`src/rtl/ram_sp_param_pkg.sv`:
```
// Shared definitions for the single-port byte-enabled RAM:
// FSM state encoding and default geometry.
package ram_sp_param_pkg;

  localparam int DATA_W_DEF = 8;
  localparam int ADDR_W_DEF = 4;

  typedef enum logic {
    CLEAR = 1'b0,
    IDLE  = 1'b1
  } state_e;

  // Count of byte lanes in a data word.
  function automatic int be_width(input int data_w);
    return data_w / 8;
  endfunction

endpackage

```
`src/rtl/ram_sp_array.sv`:
```
// Storage for ram_sp_param: synchronous byte-enabled array with a registered
// read port. Deliberately has no reset so it maps onto plain RAM macros.
module ram_sp_array
  import ram_sp_param_pkg::*;
#(
  parameter int DATA_W = DATA_W_DEF,
  parameter int ADDR_W = ADDR_W_DEF
) (
  input  logic                      clk,
  input  logic                      we,
  input  logic [DATA_W/8-1:0]       be,
  input  logic [ADDR_W-1:0]         addr,
  input  logic [DATA_W-1:0]         wdata,
  input  logic                      re,
  output logic [DATA_W-1:0]         rdata
);

  localparam int DEPTH = 2 ** ADDR_W;
  localparam int BE_W  = be_width(DATA_W);

  logic [DATA_W-1:0] mem [DEPTH];
  logic [DATA_W-1:0] rdata_r;

  // Byte-lane write; disabled lanes keep their old contents.
  always_ff @(posedge clk) begin
    if (we) begin
      for (int i = 0; i < BE_W; i++) begin
        if (be[i]) begin
          mem[addr][8*i +: 8] <= wdata[8*i +: 8];
        end
      end
    end
  end

  // Registered read; holds the previous word when no read is issued.
  always_ff @(posedge clk) begin
    if (re) begin
      rdata_r <= mem[addr];
    end else begin
      rdata_r <= rdata_r;
    end
  end

  assign rdata = rdata_r;

endmodule

```
`src/rtl/ram_sp_param.sv`:
```
// Single-port RAM with byte enables, optional zero-fill sweep after reset,
// and write-priority arbitration that flags rejected or colliding requests.
module ram_sp_param
  import ram_sp_param_pkg::*;
#(
  parameter int DATA_W     = DATA_W_DEF,
  parameter int ADDR_W     = ADDR_W_DEF,
  parameter int CLR_ON_RST = 1
) (
  input  logic                clk,
  input  logic                rst,
  input  logic                wr_in,
  input  logic                re_in,
  input  logic [ADDR_W-1:0]   addr,
  input  logic [DATA_W-1:0]   d_in,
  input  logic [DATA_W/8-1:0] be,
  output logic [DATA_W-1:0]   d_out,
  output logic                rd_valid,
  output logic                busy,
  output logic                err
);

  localparam int              BE_W       = be_width(DATA_W);
  localparam logic [ADDR_W-1:0] LAST_ADDR = {ADDR_W{1'b1}};
  localparam state_e          RST_STATE  = (CLR_ON_RST != 0) ? CLEAR : IDLE;
  localparam logic            RST_BUSY   = (CLR_ON_RST != 0);

  state_e              state_r;
  logic [ADDR_W-1:0]   cnt_r;
  logic                rd_valid_r;
  logic                err_r;
  logic                busy_r;
  logic                have_data_r;

  logic                mem_we_s;
  logic                mem_re_s;
  logic [BE_W-1:0]     mem_be_s;
  logic [ADDR_W-1:0]   mem_addr_s;
  logic [DATA_W-1:0]   mem_wdata_s;
  logic [DATA_W-1:0]   mem_rdata_s;

  // Port arbitration: sweep owns the array in CLEAR, writes beat reads in IDLE.
  always_comb begin
    mem_we_s    = 1'b0;
    mem_re_s    = 1'b0;
    mem_be_s    = '0;
    mem_addr_s  = addr;
    mem_wdata_s = d_in;
    if (rst) begin
      case (state_r)
        CLEAR: begin
          mem_we_s    = 1'b1;
          mem_be_s    = '1;
          mem_addr_s  = cnt_r;
          mem_wdata_s = '0;
        end
        IDLE: begin
          if (wr_in) begin
            mem_we_s = 1'b1;
            mem_be_s = be;
          end else if (re_in) begin
            mem_re_s = 1'b1;
          end else begin
            mem_we_s = 1'b0;
            mem_re_s = 1'b0;
          end
        end
        default: begin
          mem_we_s = 1'b0;
          mem_re_s = 1'b0;
        end
      endcase
    end else begin
      mem_we_s = 1'b0;
      mem_re_s = 1'b0;
    end
  end

  // Control FSM, sweep counter and registered status outputs.
  always_ff @(posedge clk) begin
    if (!rst) begin
      state_r     <= RST_STATE;
      cnt_r       <= '0;
      busy_r      <= RST_BUSY;
      rd_valid_r  <= 1'b0;
      err_r       <= 1'b0;
      have_data_r <= 1'b0;
    end else begin
      case (state_r)
        CLEAR: begin
          cnt_r      <= cnt_r + 1'b1;
          rd_valid_r <= 1'b0;
          err_r      <= wr_in | re_in;
          if (cnt_r == LAST_ADDR) begin
            state_r <= IDLE;
            busy_r  <= 1'b0;
          end else begin
            state_r <= CLEAR;
            busy_r  <= 1'b1;
          end
        end
        IDLE: begin
          rd_valid_r  <= mem_re_s;
          err_r       <= wr_in & re_in;
          have_data_r <= have_data_r | mem_re_s;
          busy_r      <= 1'b0;
        end
        default: begin
          state_r    <= RST_STATE;
          cnt_r      <= '0;
          busy_r     <= RST_BUSY;
          rd_valid_r <= 1'b0;
          err_r      <= 1'b0;
        end
      endcase
    end
  end

  ram_sp_array #(
    .DATA_W (DATA_W),
    .ADDR_W (ADDR_W)
  ) u_array (
    .clk   (clk),
    .we    (mem_we_s),
    .be    (mem_be_s),
    .addr  (mem_addr_s),
    .wdata (mem_wdata_s),
    .re    (mem_re_s),
    .rdata (mem_rdata_s)
  );

  // The array has no reset, so read data is masked until a read completes.
  assign d_out    = have_data_r ? mem_rdata_s : '0;
  assign rd_valid = rd_valid_r;
  assign busy     = busy_r;
  assign err      = err_r;

endmodule

```
`config.mk`:
```
export PLATFORM = sky130hd
export DESIGN_NAME = ram_sp_param
export DESIGN_NICKNAME = d
export VERILOG_FILES = /design/src/rtl/ram_sp_param_pkg.sv /design/src/rtl/ram_sp_array.sv /design/src/rtl/ram_sp_param.sv
export SDC_FILE = /design/constraint.sdc
export NUM_CORES = 1
export LEC_CHECK = 0
export ABC_AREA = 1
export BUFFER_PORTS_ARGS = -buffer_cell sky130_fd_sc_hd__buf_2
export CORE_MARGIN = 10
export CORE_UTILIZATION = 60
export CTS_CLUSTER_DIAMETER = 80
export DETAILED_ROUTE_END_ITERATION = 7
export PLACE_DENSITY = 0.86
export SYNTH_ARGS = -nofsm -noshare
export SYNTH_HDL_FRONTEND = slang
export SYNTH_SLANG_ARGS = --single-unit
```
`constraint.sdc`:
```
create_clock -name clk -period 3.2 [get_ports clk]
set_input_delay 0.96 -clock clk [delete_from_list [all_inputs] [get_ports clk]]
set_output_delay 0.96 -clock clk [all_outputs]
set_load 0.02 [all_outputs]
```
# After elaboration in Yosys (flattened, before gate mapping)
# Memories as Yosys holds them, arrays and structs flattened. A register that Yosys moved wholly into a read port is not among the register bits.
# Cells that the tools add are included.
# W data, S select, Z words.
[classes]
eq_ne = 1
addsub = 1
n_mux = 24
n_bitwise = 4
[ops]
columns = ["operator", "n"]
rows = [
  ["$mux W8", 3],
  ["$mux W1", 14],
  ["$pmux W1 S2", 5],
  ["$mux W4", 2],
  ["$add A4 B1 Y4 const B", 1],
  ["$eq A4 B4 Y1 const B", 1],
  ["$or A1 B1 Y1", 2],
  ["$and A1 B1 Y1", 1],
  ["$not A1 Y1", 1],
]
[word_totals]
inputBits = 17
wordCells = 37
ff_bits = 9
mem_bits_rw = 128
memories = 1
out_inout_bits = 11
[memory_table]
columns = ["name", "depth", "word_bits", "read_ports", "rd_ports_with_merged_regs", "write_ports", "line", "source"]
rows = [
  ["u_array.mem", 16, 8, 1, 1, 1, "ram_sp_array.sv:21", "logic [DATA_W-1:0] mem [DEPTH];"],
]

# Longest topological paths before layout
[logic_depth]
word_depth = 6
ltp_mapped = 14
depth_no_buf = 12

# Cells and area by module
# A second synthesis with hierarchy kept.
[unflattened]
hier_cells = 641
hier_area_um2 = 6222.2
[by_module_without_submodules]
columns = ["module", "cells_each", "area_per_inst_um2", "n_inst", "seq_area_each_um2"]
rows = [
  ["ram_sp_array", 550, 5684.2, 1, 4083.9],
  ["ram_sp_param", 91, 538.0, 1, 180.2],
]

# Worst setup path before layout
# Ideal clock, no wire load.
[synth_path]
kind = "in2reg"
start = "input rst"
end = "memory u_array.mem[14][0] in the netlist's numbering, enable pin"
setup_slack_ns = 0.593
t_required_ns = 2.830
n_path_buf = 1
setup_time_ns = 0.370
stages = 7
t_arrival_ns = 2.237
cell_sequence = "buf_4 nand2_8 o21ai_1 inv_2 nor2_2 inv_1 nor2_1"
[synth_via]
elab_chain_len = 4
word_cells_on_any_way = 6
classes_between = "mux (6)"
[synth_lines]
columns = ["item", "line", "source"]
rows = [
  ["start, declared", "ram_sp_param.sv:11", "input logic rst,"],
  ["$mux W1", "ram_sp_param.sv:49", "if (rst) begin"],
  ["$mux W1", "ram_sp_array.sv:28", "if (be[i]) begin"],
  ["$mux W1", "ram_sp_array.sv:26", "if (we) begin"],
  ["$mux W1 (implied by the code)", "ram_sp_array.sv:29", "mem[addr][8*i +: 8] <= wdata[8*i +: 8];"],
  ["end, declared", "ram_sp_array.sv:21", ""],
]
# Parallel ways exist; a longest one is shown, timed or not.

# Worst setup path after layout
[layout_path]
start = "input rst"
end = "memory u_array.mem[3][5] in the netlist's numbering, enable pin"
# The elaborated chain is that of the path after synthesis.

==> run_results.csv <==
group,metric,value,unit
detailed_routing,drt_iter0_markers,647,
setup_path,r2r_cells,12,
global_routing,grt_pass1_wl,23600,µm
setup_path,setup.worst_path.start,"rst",
global_routing,antenna_found_initial,0,
job,drv_cap,0,
floorplanning,row_count,37,
synth,synthTopCellsByArea,"edfxtp_1, nand2_1, nand3_1",
placed_design,place_hpwl,9100,µm
global_routing,grt_remaining_overflow,0,
setup_path,worstSetupEndpoint,"u_array.mem[3][5]$_DFFE_PP_",
timing,rsz0062_at_grt,"no",
power,p_leak,3.27,nW
clock_tree,post_cts_buffers,0,
synth,synthMuxAreaShare,0,%
setup_path,path_max_fanout,12,
global_routing,track_usage,20.6,%
timing,max_freq,429,MHz
clock_tree,cts-root-buf,"clkbuf_8",
power,powerDensity,619,nW/µm²
floorplanning,die_h,123,µm
synth,synth_top_area_share,64.2,%
timing,timing.final.ws_setup,0.871,ns
global_routing,grt_max_degree,50,
clock_tree,htree_levels,4,
synth,synthCells,641,
timing,fin_tns_setup,0,ns
detailed_routing,drc_errors,4,
clock_tree,postCtsHoldBufs,0,
setup_path,reg2reg_slack,0.98,ns
timing,slew_headroom,56.8,%
floorplanning,coreArea,10300,µm²
clock_tree,clk_latency,0.54,ns
global_routing,first_global_vias,4706,
synth,synth.most_common_cell,"nand2_1",
synth,syn_nets,659,
synth,async_flop_share,0,%
placed_design,placed_cells,808,
clock_tree,cts_buffers,17,
setup_path,slowest_delay,0.56,ns
synth,synth-edff-count,136,
setup_path,critPathKind,"in2reg",
setup_path,r2r_start,"state_r$_SDFF_PN0_",
detailed_routing,drt-wirelength-per-cell,17.9,µm
setup_path,cp.arrival,2.51,ns
detailed_routing,firstDrtPassIters,8,
synth,synthTopCellsByCount,"nand2_1, edfxtp_1, nand3_1, inv_1, nor2_1",
placed_design,gp_congestion,0.966,
final_layout,stdcell_count,840,
synth,yosys.area_share.xor_xnor,0,%
final_layout,diodes,0,
final_layout,fin_area,7340,µm²
run_status,status,"complete, but fails checks",
synth,synth-main-ff-cell,"edfxtp_1",
clock_tree,ctsResizeCount,0,
synth,synth_top_family_by_area,"simple AND/OR/NAND/NOR gates",
setup_path,cp_slowest_cell,"nor2_1",
setup_path,required,3.38,ns
run_status,failed_checks,"design-rule violations",
setup_path,critPathCaptureType,"flip-flop",
floorplanning,start_util,61.6,%
clock_tree,clock_sinks,145,
synth,syn_area,6360,µm²
clock_tree,cts_max_path_buffers,2,
timing,worst_slew_pin_slew,0.646,ns
synth,yosys.area.top_type,"edfxtp_1",
detailed_routing,via_per_inst,5.58,
setup_path,r2r-end,"u_array.rdata[2]$_DFFE_PP_",
detailed_routing,num_vias,4687,
timing,finalClockSkew,0.00977,ns
final_layout,nets,709,
synth,synth-simple-area-share,26.0,%
setup_path,cp.buffers_inverters,2,
timing,finalMaxSlewViolations,0,
floorplanning,dieArea,15100,µm²
clock_tree,cts_tree,"done",
timing,final.min_clock_period,2.33,ns
synth,yosys.area_share.adder,0.197,%
synth,ys_warn_count,0,
setup_path,crit_chain,"buf_2 > nand2_8 > nand2_1 > o21ai_2 > inv_2 > nand3_1 > nor2_1",
power,peakVddDrop,413,µV
final_layout,fin_util,71.1,%
placed_design,port_buffers,27,
timing,timing.final.crit_share,72.8,%
floorplanning,io_pins,28,
min_path,hold_class,"reg2reg",
placed_design,place_area,6730,µm²
placed_design,pre_cts_slack,0.396,ns
floorplanning,fp.dieW,123,µm
final_layout,area.growth.synth_to_final,15.4,%
timing,hold_viol_final,0,
setup_path,cp_num_cells,7,
setup_path,worstSetupStartpointType,"input pin",
synth,avgSynthCellArea,9.93,µm²
final_layout,drive_gt1_share,14.9,%
synth,ys_seq_elements,145,
clock_tree,path_clk_slew,0.06,ns
synth,ys_types,24,
timing,setup_violations,0,
synth,yosysSeqAreaShare,67.0,%
detailed_routing,drt-total-wl,15000,µm
detailed_routing,ant_nets,0,
setup_path,cpLargestDelayFamily,"simple AND/OR/NAND/NOR gates",
synth,synth_compound_area_share,0.944,%
==> state kept, by name, indices dropped and copies added, names as in the netlist <==
signal / count
u_array.mem: 128
u_array.rdata: 8
cnt_r: 4
busy: 1
err: 1
have_data_r: 1
rd_valid: 1
state_r: 1
==> cell families (layout without fill, tap and decap cells) <==
logic type               Yosys count  after routing
AND/OR/NAND/NOR                  406            406
buffers and inverters             79            142
adder cells (fa/ha/maj)            1              1
flip-flops                       145            145
AO/OA/AOI/OAI                     10             10
==> area by class of cell <==
class                   instances  area, µm²
clock buffers                  19        422
clock inverters                13        185
multi-input cells             417       1730
well taps                     136        170
inverters                      50        190
repair buffers                 60        383
fillers                       666       2980
flip-flops and latches        145       4260
==> worst min-delay path: stages (launching register included) <==
cell and delay (ns):
dfxtp_1 0.34, a21oi_1 0.12, nor3_1 0.06
==> metal layers <==
| layer | global-route usage, % | share of wire [%] |
|---|---|---|
| met4 | 11.8 | 4.1 |
| met3 | 6.15 | 9.5 |
| met2 | 33.3 | 48 |
| met1 | 24.3 | 39 |
| met5 | 0 | 0 |
==> worst min path at each step <==
stage	startpoint	endpoint	slack [ns]	cells after the start
final	cnt_r[2]$_SDFFE_PN0N_	cnt_r[2]$_SDFFE_PN0N_	0.56	2
after CTS	cnt_r[2]$_SDFFE_PN0N_	cnt_r[2]$_SDFFE_PN0N_	0.56	2
after floorplan	cnt_r[3]$_SDFFE_PN0N_	cnt_r[3]$_SDFFE_PN0N_	0.48	2
after global placement	cnt_r[2]$_SDFFE_PN0N_	cnt_r[3]$_SDFFE_PN0N_	0.52	2
after global routing	cnt_r[3]$_SDFFE_PN0N_	cnt_r[3]$_SDFFE_PN0N_	0.57	2
after detailed placement	cnt_r[3]$_SDFFE_PN0N_	cnt_r[3]$_SDFFE_PN0N_	0.53	2
==> stage by stage <==
| step | hold WS [ns] | power [mW] |
|---|---|---|
| 2_1_floorplan | 0.485 | 2.43 |
| 3_3_place_gp | 0.517 | 2.53 |
| 3_5_place_dp | 0.525 | 2.54 |
| 4_1_cts | 0.558 | 4.54 |
| 5_1_grt | 0.573 | 4.69 |
| 6_report | 0.558 | 4.54 |
==> cell usage in the layout, fill, tap and decap left out <==
cell        count
nand2_1       295
edfxtp_1      136
nand3_1        69
inv_1          44
buf_4          33
nor2_1         30
buf_2          27
clkbuf_16      16
dfxtp_1         9
inv_2           5
bufinv_16       4
nor2_2          3
a21oi_1         3
nor3_1          3
o21ai_0         3
clkinv_2        3
nand2_2         2
o21ai_2         2
nand4_1         2
clkbuf_1        2
inv_6           2
clkinvlp_4      2
clkinv_4        2
inv_4           1
nand2_8         1
nand3_2         1
o21ai_1         1
o31ai_1         1
ha_1            1
clkbuf_8        1
==> where the power goes <==
part           internal (mW)  switching [mW]
Clock                   1.27           0.754
Sequential              2.11          0.0121
Combinational          0.113           0.282
(Power assumes the default switching activity.)
